## config.mk

```make
export PLATFORM = sky130hd
export DESIGN_NAME = xm_mem_ctrl
export DESIGN_NICKNAME = d
export VERILOG_FILES = /design/src/rtl/xm_mem_ctrl.sv
export SDC_FILE = /design/constraint.sdc
export NUM_CORES = 1
export LEC_CHECK = 0
export CAP_MARGIN = 20
export CORE_MARGIN = 1
export CORE_UTILIZATION = 44
export DETAILED_ROUTE_END_ITERATION = 10
export GPL_TIMING_DRIVEN = 0
export PLACE_DENSITY = 0.79
export SETUP_SLACK_MARGIN = 0.1
export SYNTH_ARGS = -nofsm -noshare
export SYNTH_HDL_FRONTEND = slang
export SYNTH_SLANG_ARGS = --single-unit
```

## constraint.sdc

```tcl
create_clock -name clk_i -period 2.69 [get_ports clk_i]
set_clock_uncertainty 0.15 [all_clocks]
set_input_delay 0.538 -clock clk_i [delete_from_list [all_inputs] [get_ports clk_i]]
set_output_delay 0.538 -clock clk_i [all_outputs]
set_load 0.02 [all_outputs]
```

## src/rtl/xm_mem_ctrl.sv

```systemverilog
// xm_mem_ctrl: bridges single load/store requests from the control plane onto
// an external acknowledge-based memory bus, with byte lane steering and a
// bounded wait for the bus acknowledge.
module xm_mem_ctrl #(
    parameter int WORD    = 16,
    parameter int TIMEOUT = 15
) (
    input  logic            clk_i,
    input  logic            arst_i,
    input  logic            memEn_i,
    input  logic            memRW_i,
    input  logic            byteOp_i,
    input  logic [WORD-1:0] adr_i,
    input  logic [WORD-1:0] wrData_i,
    output logic            memBusy_o,
    output logic            memWr_o,
    output logic [WORD-1:0] rdData_o,
    output logic            busErr_o,
    output logic            busReq_o,
    output logic            busWe_o,
    output logic [WORD-2:0] busAdr_o,
    output logic [1:0]      busBe_o,
    output logic [WORD-1:0] busWdata_o,
    input  logic [WORD-1:0] busRdata_i,
    input  logic            busAck_i
);

    typedef enum logic [1:0] {
        IDLE,
        REQ,
        DONE
    } state_t;

    // Wait counter value on which the access is abandoned if still unacknowledged.
    localparam logic [7:0] LAST_WAIT = 8'(TIMEOUT - 1);

    state_t          state;
    state_t          next_state;
    logic            acc_we;
    logic            acc_byte;
    logic [WORD-1:0] acc_adr;
    logic [WORD-1:0] acc_wdata;
    logic [7:0]      wait_cnt;
    logic            read_ok;
    logic            timed_out;
    logic            in_req;
    logic            in_done;
    logic            give_up;
    logic [WORD-1:0] rd_capture;

    assign in_req  = (state == REQ);
    assign in_done = (state == DONE);
    assign give_up = (wait_cnt == LAST_WAIT);

    // Byte reads pick the lane selected by the low address bit and zero-extend it.
    always_comb begin
        rd_capture = busRdata_i;
        if (acc_byte) begin
            if (acc_adr[0]) begin
                rd_capture = {{(WORD-8){1'b0}}, busRdata_i[WORD-1:WORD-8]};
            end else begin
                rd_capture = {{(WORD-8){1'b0}}, busRdata_i[7:0]};
            end
        end
    end

    // State register; reset drops any access in flight straight back to IDLE.
    always_ff @(posedge clk_i or posedge arst_i) begin
        if (arst_i) begin
            state <= IDLE;
        end else begin
            state <= next_state;
        end
    end

    // Next state: an ack always beats the timeout, and DONE lasts a single cycle.
    always_comb begin
        next_state = state;
        case (state)
            IDLE: begin
                if (memEn_i) begin
                    next_state = REQ;
                end
            end
            REQ: begin
                if (busAck_i || give_up) begin
                    next_state = DONE;
                end
            end
            DONE: begin
                next_state = IDLE;
            end
            default: begin
                next_state = IDLE;
            end
        endcase
    end

    // Request latching, wait counting, completion flags and read data capture.
    always_ff @(posedge clk_i or posedge arst_i) begin
        if (arst_i) begin
            acc_we    <= 1'b0;
            acc_byte  <= 1'b0;
            acc_adr   <= '0;
            acc_wdata <= '0;
            wait_cnt  <= '0;
            read_ok   <= 1'b0;
            timed_out <= 1'b0;
            rdData_o  <= '0;
        end else begin
            case (state)
                IDLE: begin
                    if (memEn_i) begin
                        acc_we    <= memRW_i;
                        acc_byte  <= byteOp_i;
                        acc_adr   <= adr_i;
                        acc_wdata <= wrData_i;
                        wait_cnt  <= '0;
                        read_ok   <= 1'b0;
                        timed_out <= 1'b0;
                    end
                end
                REQ: begin
                    if (busAck_i) begin
                        read_ok   <= ~acc_we;
                        timed_out <= 1'b0;
                        if (!acc_we) begin
                            rdData_o <= rd_capture;
                        end
                    end else if (give_up) begin
                        read_ok   <= 1'b0;
                        timed_out <= 1'b1;
                        rdData_o  <= '0;
                    end else begin
                        wait_cnt <= wait_cnt + 8'd1;
                    end
                end
                default: begin
                end
            endcase
        end
    end

    // Bus outputs are only driven while the request is outstanding, so they are
    // zero in IDLE/DONE and vanish as soon as reset forces the state to IDLE.
    always_comb begin
        memBusy_o  = in_req;
        busReq_o   = in_req;
        busWe_o    = in_req & acc_we;
        busAdr_o   = '0;
        busBe_o    = 2'b00;
        busWdata_o = '0;
        memWr_o    = in_done & read_ok;
        busErr_o   = in_done & timed_out;
        if (in_req) begin
            busAdr_o = acc_adr[WORD-1:1];
            if (acc_byte) begin
                busBe_o    = acc_adr[0] ? 2'b10 : 2'b01;
                busWdata_o = {(WORD/8){acc_wdata[7:0]}};
            end else begin
                busBe_o    = 2'b11;
                busWdata_o = acc_wdata;
            end
        end
    end

endmodule
```

==> impl_summary.md, run 1 <==
Route
The final routed wirelength across all metal layers is 6760 um. After the first detailed-routing iteration, the DRC count stood at 91. The post-route antenna net violation count is 0.

After detailed routing, the number of vias per cell comes to 5.19. The total via count after detailed routing is 2,235. The average detailed-routed wire length per instance is 15.7 um. Before antenna repair, the detailed router went through 4 iterations.

The total DRC errors in the routed layout is 0.

Flow run
The reported max-cap violation count is 0.

STA
The total negative slack is 0 ns. The final count of hold timing violations is 0. At the pin with the least slew margin, the transition time is 0.602 ns. The tightest slew margin relative to the limit is 59.8%. The worst hold margin is 0.339 ns. The max-slew violation count is 0. Setup repair after global routing left no endpoint under its margin. The worst path in the final design needs a cycle of 2.49 ns, including I/O delays and setup.

Based on the critical path, the design can be clocked at up to 0.401 GHz. Setup violations remaining at the end of the flow were counted as 0. After layout, the worst path uses 92.7% of the clock period. After layout, the worst setup slack is 0.196 ns.

Power and ir drop
Summed over all cells, the static leakage comes to 1.97 nW. The combinational share of power is 46.0%. The peak ir drop on the vdd network is 623 uV.

The fraction of power spent switching nets is 36.8%. In this run the power density over the cells is 970 nW/um^2. In this run the power spent charging and discharging nets is 1.52 mW. The internal portion of the total power is 2.61 mW. The share of total power in the clock network is 16.7%. Power comes to 4.13 mW. The share of power burned in registers is 37.2%.

Placement
The worst setup slack after placement is -0.112 ns. The instance area at placement is 4110 sq um. Summed over all nets, the half-perimeter wirelength after detailed placement is 4880 um. The global placer's final weighted congestion is 0.791. The number of buffer cells added on primary ports is 107. The cell count after placement is 417.

Synthesis
Sequential cells were found to cover 53.2% of the synthesized design area. The most frequently used cell type in the post-synthesis netlist is sky130_fd_sc_hd__dfrtp_1. The cell area that synthesis handed to floorplanning was 2920 sq um. For this run, the leading register cell type out of synthesis is sky130_fd_sc_hd__dfrtp_1. The number of flops mapped to enable cells by yosys is 0. Synthesis produced 232 cells. Ranked by total cell area, the synthesized netlist is headed by sky130_fd_sc_hd__dfrtp_1 53%, sky130_fd_sc_hd__mux2_2 13%, sky130_fd_sc_hd__mux2i_1 5.8%. The largest area contributor in the netlist is sky130_fd_sc_hd__dfrtp_1.

By count the netlist is led by 62 x sky130_fd_sc_hd__dfrtp_1, 34 x sky130_fd_sc_hd__mux2_2, 25 x sky130_fd_sc_hd__and2_1. The synthesized design contains 62 register bits. The synthesized design devotes to its leading area cell type 53.2% of total area. The number of nets in the synthesized netlist is 288. The number of warnings printed during yosys synthesis is 0. Synthesis instantiated 42 different standard cells from the library.

The mean instance size in the synthesized netlist is 12.6 sq um. The share of async-settable or async-resettable flops after synthesis is 100%.

Clock network
The hold-fix buffer count after cts is 0. The tree is rooted in a sky130_fd_sc_hd__clkbuf_8. The deepest clock path buffer count is 2. Clock-pin slew was measured on the worst setup and hold paths at 0.06 ns. In this run the number of H-tree levels came out at 3.

The number of CTS-inserted buffers is 9. The post-cts repair resize count is 53. Clock latency on the worst-skew pair, taken at its later pin, is 0.33 ns. The number of sinks handled by clock tree synthesis is 62.

The post-CTS setup-driven buffer insertion count is 0. The CTS tree is done.

Final layout
Fill cells in the final layout number 513. The signed area change from the synthesized netlist to the final layout is 45.7%. The number of nets in the finished design is 407. Once layout is done, the placed cells without fillers occupy 4250 sq um. Measured on the finished design, the core utilization comes to 66.6%. 0 antenna diodes ended up in the layout. The finished layout holds 431 standard cells, fillers aside. The post-route netlist has 23.2% of its cells at a drive strength greater than 1.

Setup path
The cell count of the worst reg-to-reg path is 7. The setup path with the least slack is of type flip-flop to output pin. Of all nets on the critical path, the largest fanout is 10. The worst setup path is captured at an output pin. Data on the critical path is required at its endpoint by 2.00 ns. STA classifies the critical path startpoint as a flip-flop. The critical path data arrival time is 1.81 ns.

Global routing
The initial antenna violation count is 0. The total global routing track utilization is 21.2%. Entering global routing, the biggest net connects 36 pins. The wire length of the first global-routing pass is 11,500 um.

The total grt overflow is 0. The via count of the first global-routing pass was 2,271.

Worst hold path
The hold path depth is 2. The worst min-delay path class is flip-flop to flip-flop.

Floorplanning
The starting density of the core is 45.7%. After floorplanning, the core was divided into 29 placement rows. The die covers 6960 sq um.

The count of boundary I/O pins is 108. From bottom edge to top edge, the die measures 83.5 um. The total core area is 6390 sq um. The floorplan step set the die width to 83.5 um.

Run status
The run finished with clean final reports.
==> flip-flops by register name (all words and copies together), names as in the netlist <==
name       cells
state          2
timed_out      1
read_ok        1
rdData_o      16
wait_cnt       8
acc_wdata     16
acc_adr       16
acc_byte       1
acc_we         1
==> critical path, stage by stage, from the launching register on <==
cell and delay (ns):
sky130_fd_sc_hd__dfrtp_1 0.46, sky130_fd_sc_hd__nand2b_4 0.21, sky130_fd_sc_hd__inv_4 0.13, sky130_fd_sc_hd__clkbuf_4 0.20, sky130_fd_sc_hd__and2_1 0.13, sky130_fd_sc_hd__dlygate4sd2_1 0.33
==> routing by layer <==
metal	up-vias	track usage (%)	share of wire [%]
met4	0	6.01	0.78
li1	1051	-	-
met2	69	34.7	49
met1	1109	26.4	43
met5	-	0	0
met3	6	7.81	7.0
==> area by class of cell <==
type	count	area (sq um)	area share (%)
Tap cell	77	96.3	2.27
Inverter	8	32.5	0.765
Buffer	10	63.8	1.50
Multi-Input combinational cell	152	1290	30.3
Timing Repair Buffer	108	1060	24.8
Clock inverter	4	25.0	0.588
Clock buffer	10	138	3.24
Sequential cell	62	1550	36.5
==> cell usage in the layout (no fill, tap or decap), types with 8 or more instances in the layout <==
cell type,instances
sky130_fd_sc_hd__dfrtp_1,62
sky130_fd_sc_hd__mux2_2,34
sky130_fd_sc_hd__clkdlybuf4s15_1,10
sky130_fd_sc_hd__nor2_1,14
sky130_fd_sc_hd__a22o_1,8
sky130_fd_sc_hd__and2_1,25
sky130_fd_sc_hd__clkdlybuf4s50_1,71
sky130_fd_sc_hd__dlygate4sd2_1,20
sky130_fd_sc_hd__o2bb2ai_1,8
sky130_fd_sc_hd__mux2i_1,17
sky130_fd_sc_hd__clkbuf_8,10
==> power groups by stage <==
stage | Clock (mW) | Combinational, mW | Sequential [mW]
6_report | 0.690 | 1.90 | 1.54
5_1_grt | 0.746 | 2.04 | 1.59
4_1_cts | 0.709 | 1.92 | 1.54
3_5_place_dp | 0 | 2.01 | 1.55
3_3_place_gp | 0 | 1.98 | 1.52
2_1_floorplan | 0 | 1.05 | 1.63
==> kinds of logic after synthesis <==
family | Yosys count | share of synthesized area, %
compound gates | 30 | 8.70
mux | 52 | 19.5
simple gates | 64 | 13.7
fa+ha+maj | 2 | 0.857
buf+inv | 18 | 2.91
flops | 62 | 53.2
xor+xnor | 4 | 1.20
==> path summary, 6_finish.rpt <==
path	startpoint	end	slack, ns
worst max-delay path	state[1]	busAdr_o[13]	0.20
worst min-delay path	timed_out	timed_out	0.34
worst max register to register	wait_cnt[0]	rdData_o[15]	0.68
worst min register to register	timed_out	timed_out	0.34
max in group asynchronous	arst_i	acc_adr[4]	1.35
min in group asynchronous	arst_i	acc_wdata[5]	0.44
No activity file was read; power rests on OpenSTA's default activity.
==> inputs of run 2 (changes only) <==
--- a/config.mk
+++ b/config.mk
@@ -9,6 +9,7 @@
 export CORE_MARGIN = 1
 export CORE_UTILIZATION = 44
 export DETAILED_ROUTE_END_ITERATION = 10
+export GPL_ROUTABILITY_DRIVEN = 0
 export GPL_TIMING_DRIVEN = 0
 export PLACE_DENSITY = 0.79
 export SETUP_SLACK_MARGIN = 0.1
==> results of run 2 <==
Final layout, timing and power as in run 1 (identical DEF).
==> inputs of run 3 (changes only) <==
--- a/config.mk
+++ b/config.mk
@@ -6,12 +6,14 @@
 export NUM_CORES = 1
 export LEC_CHECK = 0
 export CAP_MARGIN = 20
-export CORE_MARGIN = 1
-export CORE_UTILIZATION = 44
+export CELL_PAD_IN_SITES_DETAIL_PLACEMENT = 2
+export CELL_PAD_IN_SITES_GLOBAL_PLACEMENT = 2
+export CORE_MARGIN = 4
+export CORE_UTILIZATION = 28
 export DETAILED_ROUTE_END_ITERATION = 10
 export GPL_ROUTABILITY_DRIVEN = 0
 export GPL_TIMING_DRIVEN = 0
-export PLACE_DENSITY = 0.79
+export PLACE_DENSITY_LB_ADDON = 0.1
 export SETUP_SLACK_MARGIN = 0.1
 export SYNTH_ARGS = -nofsm -noshare
 export SYNTH_HDL_FRONTEND = slang
==> run 3 against run 2 <==
Compared with the run above:
- wire length grew 28%
- highest routed layer unchanged
- via count rose by 1.5%
- flip-flop and latch count unchanged
- die area increased by 74%
- clock power increased by 33%
- fmax up 0.86%
- core utilization down 24 points
- sequential share of layout area fell by 0.68 points
- non-clock buffer count shrank 1
==> impl_summary.md, run 3 (synthesized netlist as in run 1, its figures left out) <==
Placement
The HPWL reported at the end of detailed placement was 6420 um (was 4880 um). The number of buffer cells added on primary ports is 107 (unchanged). The instance area at placement is 4160 sq um (was 4110 sq um). The worst setup slack after placement was -0.212 ns (was -0.112 ns).

The cell count after placement is 475 (was 417).

Global routing
The initial antenna violation count was 0 (unchanged). The total global routing track utilization is 15.0% (was 21.2%). The largest net degree at the start of global routing was 63 (was 36). The via count of the first global-routing pass is 2,592 (was 2,271). The total grt overflow is 0 (unchanged). The wire length of the first global-routing pass is 13,600 um (was 11,500 um).

Setup path
The delay contributed by the slowest stage of the critical path was 0.46 ns (about the same). The type of origin of the critical path was a flip-flop (unchanged). Sequence of cells on the critical path: nand2b_4, inv_4, clkbuf_4, and2_1, dlygate4sd2_1 (unchanged). The critical path data arrival time is 1.79 ns (was 1.81 ns). The top fanout value on the critical path is 10 (unchanged). The endpoint type of the worst setup path is an output pin (unchanged). The highest-delay cell along the critical path is sky130_fd_sc_hd__dfrtp_2 (was sky130_fd_sc_hd__dfrtp_1).

The worst endpoint required time is 2.00 ns (about the same). The type of the setup path with the least slack is flip-flop to output pin (unchanged).

Floorplanning
The die height is 110 um (was 83.5 um). The number of placement rows is 37 (was 29). The chip width was 110 um (was 83.5 um). The total die area is 12,100 sq um (was 6960 sq um). The count of boundary I/O pins came to 108 (unchanged).

The starting density of the core is 28.5% (was 45.7%). The total core area was 10,200 sq um (was 6390 sq um).

STA
The max-slew violation count came to 0 (unchanged). Unrepaired setup endpoints after global routing: false (unchanged). The part of the cycle the worst path needs is 91.9% (was 92.7%). The worst hold margin was 0.344 ns (was 0.339 ns).

The actual slew at the worst max-slew pin is 0.815 ns (was 0.602 ns). The total setup violations reported at the end of the flow came to 0 (unchanged). The tightest slew margin relative to the limit is 45.7% (was 59.8%). The maximum achievable frequency is 0.404 GHz (was 0.401 GHz).

The final critical delay including setup and external delays is 2.47 ns (was 2.49 ns). The total negative slack was 0 ns (unchanged). The final count of hold timing violations is 0 (unchanged). The slack of the critical path is 0.217 ns (was 0.196 ns).

Clock network
The CTS tree is done (unchanged). The deepest clock path buffer count is 2 (unchanged). The number of sinks handled by clock tree synthesis came to 62 (unchanged).

The count of H-tree levels built during CTS came to 3 (unchanged). The hold-fix buffer count after cts is 0 (unchanged). The number of CTS-inserted buffers is 9 (unchanged).

The clock transition time at the flip-flop clock pins of the worst setup and hold paths is 0.07 ns (was 0.06 ns). The post-CTS setup-driven buffer insertion count is 0 (unchanged). The later-pin clock latency in the skew report is 0.34 ns (was 0.33 ns).

The clock root buffer is sky130_fd_sc_hd__clkbuf_8 (unchanged).

Final layout
The non-filler instance count after layout came to 491 (was 431). The number of diodes added for antenna fixing came to 0 (unchanged). The fraction of final layout cells with drive strength greater than 1 came to 24.2% (was 23.2%). Largest registers in the final layout: acc_adr: 16 flops, acc_wdata: 16 flops, rdData_o: 16 flops (unchanged). The number of filler instances in the final layout came to 1,072 (was 513). The share of the core filled with cells in the final layout is 42.4% (was 66.6%). The signed area change from the synthesized netlist to the final layout was 48.6% (was 45.7%). The footprint of the flip-flops and latches is 1550 sq um (about the same). The area of combinational cells with multiple inputs is 1290 sq um (unchanged). Commonest cells after routing, fill and taps aside: 71 x sky130_fd_sc_hd__clkdlybuf4s50_1, 61 x sky130_fd_sc_hd__dfrtp_1, 34 x sky130_fd_sc_hd__mux2_2 (was 71 x sky130_fd_sc_hd__clkdlybuf4s50_1, 62 x sky130_fd_sc_hd__dfrtp_1, 34 x sky130_fd_sc_hd__mux2_2).

The most common library cell in the layout ignoring fill and taps is sky130_fd_sc_hd__clkdlybuf4s50_1 (unchanged). The number of nets in the finished design is 406 (was 407). The total non-filler cell area in the finished layout came to 4340 sq um (was 4250 sq um).

Power and ir drop
The total power divided by cell area is 1010 nW/um^2 (was 970 nW/um^2). The leakage power total is 1.97 nW (about the same). The total power of the final layout is 4.37 mW (was 4.13 mW). The peak ir drop on the vdd network is 338 uV (was 623 uV).

Route
The first-pass iteration count of the detailed router is 4 (unchanged). The total DRC errors in the routed layout is 0 (unchanged). The number of design-rule violations left by the first detailed-router iteration is 35 (was 91). The final routed wirelength across all metal layers is 8650 um (was 6760 um). The average detailed-routed wire length per instance was 17.6 um (was 15.7 um). The routed via count divided by cell count is 4.62 (was 5.19). The total via count after detailed routing is 2,269 (was 2,235). The post-route antenna net violation count was 0 (unchanged).

Worst hold path
The worst min-delay path class is flip-flop to flip-flop (unchanged).

Run status
Outcome: finished clean (unchanged).

Flow run
The reported max-cap violation count came to 0 (unchanged).
[run 3: repair_timing]
item                                    in CTS  in global routing
cloned                                       0                  0
endpoints found under the setup margin      36                 20
resized for setup                           46                 26
[run 3: final cells by class]
cell class              count  area share [%]
multi-input cells         152            29.7
clock buffers              12            3.35
flip-flops and latches     62            35.8
repair buffers            107            23.3
inverters                   8           0.808
well taps                 136            3.92
plain buffers              10            1.47
clock inverters             4            1.62
[run 3: critical path: cells and delay by family, from the launching register on]
kind / cells / cell delay [ns]
buf+inv: 3 / 0.67
flops: 1 / 0.46
simple gates: 2 / 0.32
[run 3: path summary, 6_finish.rpt]
| path | from | end | slack (ns) | cells past startpoint |
|---|---|---|---|---|
| worst max-delay path | state[1] | busAdr_o[7] | 0.22 | 5 |
| worst max register to register | wait_cnt[0] | rdData_o[15] | 0.62 | 7 |
| worst min register to register | timed_out | timed_out | 0.34 | 2 |
| min in group asynchronous | arst_i | rdData_o[13] | 0.54 | 2 |
| worst min-delay path | timed_out | timed_out | 0.34 | 2 |
| max in group asynchronous | arst_i | state[1] | 1.27 | 2 |
[run 3: power by group]
part | leakage, nW | total (mW) | internal [mW] | switching [mW]
Clock | 0.110 | 0.917 | 0.545 | 0.372
Combinational | 1.10 | 1.91 | 0.945 | 0.969
Sequential | 0.763 | 1.54 | 1.30 | 0.237
[run 3: layer usage]
| metal | vias to the layer above | part of all wire [%] | track usage [%] | routed length, um |
|---|---|---|---|---|
| li1 | 1051 | - | - | - |
| met1 | 1147 | 41 | 18.0 | 3510 |
| met2 | 61 | 51 | 25.0 | 4420 |
| met3 | 10 | 6.8 | 4.95 | 589 |
| met4 | 0 | 1.5 | 5.54 | 134 |
| met5 | - | 0 | 0 | 0 |
